**src/rtl/aibcr3aux_actred_ctrl.sv**
```systemverilog
// rtl/aibcr3aux_actred_ctrl.sv - active-redundancy chain shift controller
// Shifts two configuration chains LSB first, captures the loopback and flags per-chain mismatches.
module aibcr3aux_actred_ctrl #(
   parameter int NBITS = 16,
   parameter int RXLAT = 2
) (
   input  logic             osc_clk,
   input  logic             dig_rstb,
   input  logic             start,
   input  logic             csr_actred_txen,
   input  logic [1:0]       csr_actred_chain_en,
   input  logic [NBITS-1:0] csr_actred_chain1_cfg,
   input  logic [NBITS-1:0] csr_actred_chain2_cfg,
   input  logic             rx_chain1,
   input  logic             rx_chain2,
   output logic             actred_chain1,
   output logic             actred_chain2,
   output logic             actred_shiften_chain1,
   output logic             actred_shiften_chain2,
   output logic             busy,
   output logic             done,
   output logic             aborted,
   output logic [1:0]       err
);

   localparam int CW = $clog2(NBITS + RXLAT + 1);
   localparam logic [CW-1:0] LAST_SHIFT = CW'(NBITS - 1);
   localparam logic [CW-1:0] LAST_DRAIN = CW'(NBITS + RXLAT - 1);
   localparam logic [CW-1:0] FIRST_CAP  = CW'(RXLAT);

   typedef enum logic [1:0] {IDLE, SHIFT, DRAIN, CHECK} state_t;

   state_t           state, state_nxt;
   logic [CW-1:0]    cnt;
   logic [NBITS-1:0] tx1, tx2, snap1, snap2, cap1, cap2;
   logic [1:0]       en_q;
   logic             accept, running;
   logic             d1_nxt, d2_nxt, s1_nxt, s2_nxt, done_nxt, busy_nxt;

   assign accept  = (state == IDLE) && start && csr_actred_txen;
   assign running = (state == SHIFT || state == DRAIN) && csr_actred_txen;

   always_ff @(posedge osc_clk or negedge dig_rstb) begin
      if (!dig_rstb) state <= IDLE;
      else           state <= state_nxt;
   end

   always_comb begin
      state_nxt = state;
      case (state)
         IDLE:  if (accept) state_nxt = SHIFT;
         SHIFT: if (!csr_actred_txen)    state_nxt = IDLE;
                else if (cnt == LAST_SHIFT) state_nxt = DRAIN;
         DRAIN: if (!csr_actred_txen)    state_nxt = IDLE;
                else if (cnt == LAST_DRAIN) state_nxt = CHECK;
         CHECK: state_nxt = IDLE;
         default: state_nxt = IDLE;
      endcase
   end

   // Next values of the registered outputs; the first bit comes straight from cfg on the start edge.
   always_comb begin
      d1_nxt   = 1'b0;
      d2_nxt   = 1'b0;
      s1_nxt   = 1'b0;
      s2_nxt   = 1'b0;
      done_nxt = (state == CHECK) && csr_actred_txen;
      busy_nxt = (state_nxt != IDLE);
      if (state == IDLE && state_nxt == SHIFT) begin
         s1_nxt = csr_actred_chain_en[0];
         s2_nxt = csr_actred_chain_en[1];
         d1_nxt = csr_actred_chain_en[0] & csr_actred_chain1_cfg[0];
         d2_nxt = csr_actred_chain_en[1] & csr_actred_chain2_cfg[0];
      end else if (state == SHIFT && state_nxt == SHIFT) begin
         s1_nxt = en_q[0];
         s2_nxt = en_q[1];
         d1_nxt = en_q[0] & tx1[0];
         d2_nxt = en_q[1] & tx2[0];
      end
   end

   always_ff @(posedge osc_clk or negedge dig_rstb) begin
      if (!dig_rstb) begin
         actred_chain1         <= 1'b0;
         actred_chain2         <= 1'b0;
         actred_shiften_chain1 <= 1'b0;
         actred_shiften_chain2 <= 1'b0;
         busy                  <= 1'b0;
         done                  <= 1'b0;
      end else begin
         actred_chain1         <= d1_nxt;
         actred_chain2         <= d2_nxt;
         actred_shiften_chain1 <= s1_nxt;
         actred_shiften_chain2 <= s2_nxt;
         busy                  <= busy_nxt;
         done                  <= done_nxt;
      end
   end

   // cnt tracks the cycle index from the first SHIFT output through the last DRAIN cycle.
   always_ff @(posedge osc_clk or negedge dig_rstb) begin
      if (!dig_rstb) begin
         cnt     <= '0;
         tx1     <= '0;
         tx2     <= '0;
         snap1   <= '0;
         snap2   <= '0;
         cap1    <= '0;
         cap2    <= '0;
         en_q    <= 2'b00;
         aborted <= 1'b0;
         err     <= 2'b00;
      end else if (accept) begin
         cnt     <= '0;
         tx1     <= {1'b0, csr_actred_chain1_cfg[NBITS-1:1]};
         tx2     <= {1'b0, csr_actred_chain2_cfg[NBITS-1:1]};
         snap1   <= csr_actred_chain1_cfg;
         snap2   <= csr_actred_chain2_cfg;
         cap1    <= '0;
         cap2    <= '0;
         en_q    <= csr_actred_chain_en;
         aborted <= 1'b0;
         err     <= 2'b00;
      end else begin
         if (state != IDLE && !csr_actred_txen) aborted <= 1'b1;
         if (running) begin
            cnt <= cnt + CW'(1);
            if (state == SHIFT) begin
               tx1 <= {1'b0, tx1[NBITS-1:1]};
               tx2 <= {1'b0, tx2[NBITS-1:1]};
            end
            if (cnt >= FIRST_CAP) begin
               cap1 <= {rx_chain1, cap1[NBITS-1:1]};
               cap2 <= {rx_chain2, cap2[NBITS-1:1]};
            end
         end
         if (state == CHECK && csr_actred_txen)
            err <= {en_q[1] && (cap2 != snap2), en_q[0] && (cap1 != snap1)};
      end
   end

endmodule
```
**config.mk**
```make
export PLATFORM = sky130hd
export DESIGN_NAME = aibcr3aux_actred_ctrl
export DESIGN_NICKNAME = d
export VERILOG_FILES = /design/src/rtl/aibcr3aux_actred_ctrl.sv
export SDC_FILE = /design/constraint.sdc
export NUM_CORES = 1
export LEC_CHECK = 0
export CAP_MARGIN = 30
export CORE_UTILIZATION = 28
export CTS_BUF_LIST = sky130_fd_sc_hd__clkbuf_8
export DETAILED_ROUTE_END_ITERATION = 8
export HOLD_SLACK_MARGIN = 0.06
export PLACE_DENSITY = 0.52
export SYNTH_ARGS = -nofsm -noshare
export SYNTH_HDL_FRONTEND = slang
export SYNTH_SLANG_ARGS = --single-unit
```
**constraint.sdc**
```tcl
create_clock -name osc_clk -period 1.8 [get_ports osc_clk]
set_input_delay 0.45 -clock osc_clk [delete_from_list [all_inputs] [get_ports osc_clk]]
set_output_delay 0.45 -clock osc_clk [all_outputs]
set_load 0.05 [all_outputs]
```
==> results.py <==
metrics = {
    "outcome": {
        "outcome": "finished with violations",
        "violations": "negative setup slack",
    },
    "route": {
        "routed-via-count": 3693,
        "ant_nets": 0,
        "drc": 0,
        "drt_iter0_markers": 212,
        "vias_per_cell": 4.55,
        "routedWlPerCell_um": 15.0,
        "dr.pass1.iters": 4,
        "wl_um": 12200,
    },
    "grt": {
        "grt_busiest_layer": "met2",
        "grt_pass1_wl_um": 19100,
        "grt_usage_pct": 13.4,
        "grtUsageMet1_pct": 19.1,
        "grtUsageMet2_pct": 20.0,
        "grt_pass1_vias": 3713,
        "grt_max_degree": 65,
        "antenna_found_initial": 0,
        "grt-ovfl-total": 0,
        "grtUsageMet3_pct": 2.00,
    },
    "finish": {
        "final_common_cell": "nand2_1",
        "fillers": 1743,
        "layout_common_cells": "nand2_1 (160), dfrtp_1 (112), clkdlybuf4s50_1 (38)",
        "final_cells": 811,
        "final_core_util_pct": 37.4,
        "final_nets": 630,
        "syn2layout_area_growth_pct": 29.0,
        "diodes": 0,
        "drive_above_1_share_pct": 20.1,
    },
    "power": {
        "clockPowerShare_pct": 20.4,
        "p_leak_nw": 3.17,
        "switching_share_pct": 35.0,
        "power.density_mw_per_mm2": 1300,
        "netSwitchingPower_w": 0.00298,
        "power_frac_comb_pct": 34.4,
        "p_int_w": 0.00552,
        "p_seq_share_pct": 45.3,
        "finalPower_w": 0.00850,
        "vdd_ir_drop_max_mv": 0.464,
    },
    "clock_network": {
        "root_buffer": "clkbuf_8",
        "cts_buffer_depth": 2,
        "cts_tree": "yes",
        "clkTransAtPathRegs_ns": 0.10,
        "cts-buffers-inserted": 9,
        "clk_latency_ns": 0.38,
        "clock-sinks": 112,
        "htree_levels": 3,
    },
    "setup_path": {
        "end_kind": "flip-flop",
        "cp_cell_sequence": "ha_2, or4_4, o21a_4, clkbuf_16, nand2_4, a21oi_2",
        "worstPathMaxFanout": 8,
        "cp_slowest_cell": "or4_4",
        "crit_required_ns": 2.07,
        "critPathKind": "flip-flop to flip-flop",
        "r2r_cells": 6,
        "timing.rr.start": "cnt[1]",
        "crit_path_start_kind": "flip-flop",
        "cp_data_arrival_time_ns": 2.12,
        "max_stage_delay_ns": 0.57,
        "rr_endpoint": "cap1[3]",
        "r2r_setup_slack_ns": -0.05,
    },
    "timing": {
        "worst_slack_ns": -0.0539,
        "fmax_mhz": 539,
        "setup_violations": 31,
        "finalSetupTns_ns": -0.749,
        "worst_pin_slew_ns": 0.500,
        "fin_crit_ns": 1.85,
        "final_hold_viol_count": 0,
        "fin_crit_sh_pct": 103,
        "skew_ns": 0.0112,
        "rsz0062_at_grt": "true",
        "drv_slew": 0,
        "max_slew_margin_pct": 66.4,
    },
    "synth": {
        "synth-seq-area-share_pct": 55.3,
        "post_synth_instance_area_mm2": 0.00507,
        "avgSynthCellArea_um2": 9.88,
        "synth_edf_count": 0,
        "synthCells": 513,
        "async_flop_share_pct": 100,
        "ys_seq_elements": 112,
        "ys.warnings.count": 0,
        "synthFlopType": "dfrtp_1",
        "synth_fp_nets": 562,
        "synth.distinct_cells": 37,
    },
    "die": {
        "start_util_pct": 29.0,
        "io_pins": 49,
        "fp.coreArea_mm2": 0.0175,
        "die-area_mm2": 0.0186,
        "row_count": 48,
        "die_w_um": 137,
        "die_h_um": 137,
    },
    "placed_design": {
        "place.gp.congestion": 0.745,
        "place_inst": 784,
        "io_buffer_count": 48,
        "dpl.hpwl_um": 7620,
    },
    "run": {
        "cap_violations": 0,
    },
    "min_path": {
        "holdCritPathClass": "input pin to asynchronous set/reset pin",
    },
}
==> routing by layer <==
layer  vias to the layer above  share of wire, %
met5                         -                 0
met4                         0               1.7
met3                        14               2.6
met2                        46                45
met1                      1812                51
li1                       1821                 -
==> worst max-delay path by stage <==
| stage | from | endpoint | slack, ns | cells after the start |
|---|---|---|---|---|
| after floorplan | cnt[0] | cap2[10] | 0.02 | 7 |
| after global routing | cnt[0] | cap1[10] | -0.11 | 7 |
| after CTS | cnt[1] | cap1[10] | -0.04 | 6 |
| after global placement | cnt[0] | cap1[8] | -0.35 | 6 |
| after detailed placement | cnt[0] | cap2[6] | -0.38 | 6 |
| final | cnt[1] | cap1[3] | -0.05 | 6 |
==> cells by family after synthesis <==
family	share of synthesized area, %
adder cells (fa/ha/maj)	2.22
AO/OA/AOI/OAI	8.88
XOR/XNOR	6.05
buffers and inverters	4.44
AND/OR/NAND/NOR	17.6
flip-flops	55.3
multiplexers	5.53
==> state kept, by name, summed over array words and instances (netlist names) <==
register and flops:
actred_shiften_chain2 1, snap2 16, snap1 16, en_q 2, err 2, cnt 5, actred_chain2 1, state 2
tx2 15, cap1 16, aborted 1, cap2 16, done 1, tx1 15, actred_chain1 1, busy 1
actred_shiften_chain1 1
==> critical path: cells and delay by family (launching register included) <==
kind / cells / cell delay, ns
flip-flops: 1 / 0.41
AND/OR/NAND/NOR: 2 / 0.64
buffers and inverters: 1 / 0.19
adder cells (fa/ha/maj): 1 / 0.17
AO/OA/AOI/OAI: 2 / 0.31
==> power groups by stage <==
stage          logic, W  clock network, W  registers, W
3_3_place_gp    0.00244                 0       0.00387
6_report        0.00292           0.00173       0.00385
5_1_grt         0.00324           0.00190       0.00395
2_1_floorplan   0.00168                 0       0.00388
3_5_place_dp    0.00249                 0       0.00388
4_1_cts         0.00269           0.00180       0.00385
==> repair_timing <==
item | CTS | global route
setup buffers | 4 | 1
pin swaps | 10 | 10
resized for setup | 13 | 57
hold endpoints to repair | 10 | 0
gates cloned | 1 | 4
hold buffers | 1 | 0
setup endpoints to repair | 39 | 57
==> synthesized netlist by cell type (2+ instances only) <==
master,count,share of area (%)
nand2_1,176,13
dfrtp_1,112,55
xnor2_1,33,5.7
a21oi_1,32,3.2
o21ai_0,31,3.1
mux2i_1,28,5.5
clkbuf_1,11,0.81
buf_6,9,2.0
ha_1,9,2.2
nand4_1,9,1.1
inv_1,8,0.59
nor2_1,8,0.59
a21oi_2,7,1.2
nand3_1,6,0.59
nor3_1,4,0.39
a211oi_1,2,0.30
a31oi_1,2,0.25
and3_1,2,0.25
clkbuf_8,2,0.54
nand2b_1,2,0.25
nor3b_1,2,0.30
nor4_1,2,0.25
xor2_1,2,0.35
==> through the flow <==
stage / setup slack, ns / area [um2] / hold WS (ns)
global route: -0.109 / 6540 / 0.450
detailed placement: -0.378 / 5870 / 0.318
finish: -0.0539 / 6540 / 0.452
floorplan: 0.0163 / 5070 / 0.154
global placement: -0.346 / 5870 / 0.311
CTS: -0.0398 / 6240 / 0.433
==> area by class of cell <==
cell class	instances	area (um2)	area share (%)
clock inverters	4	67.6	1.03
well taps	225	282	4.31
flip-flops and latches	112	2800	42.9
clock buffers	12	165	2.53
repair buffers	82	886	13.5
multi-input cells	368	2310	35.3
inverters	8	30.0	0.459
(Power assumes the default switching activity.)
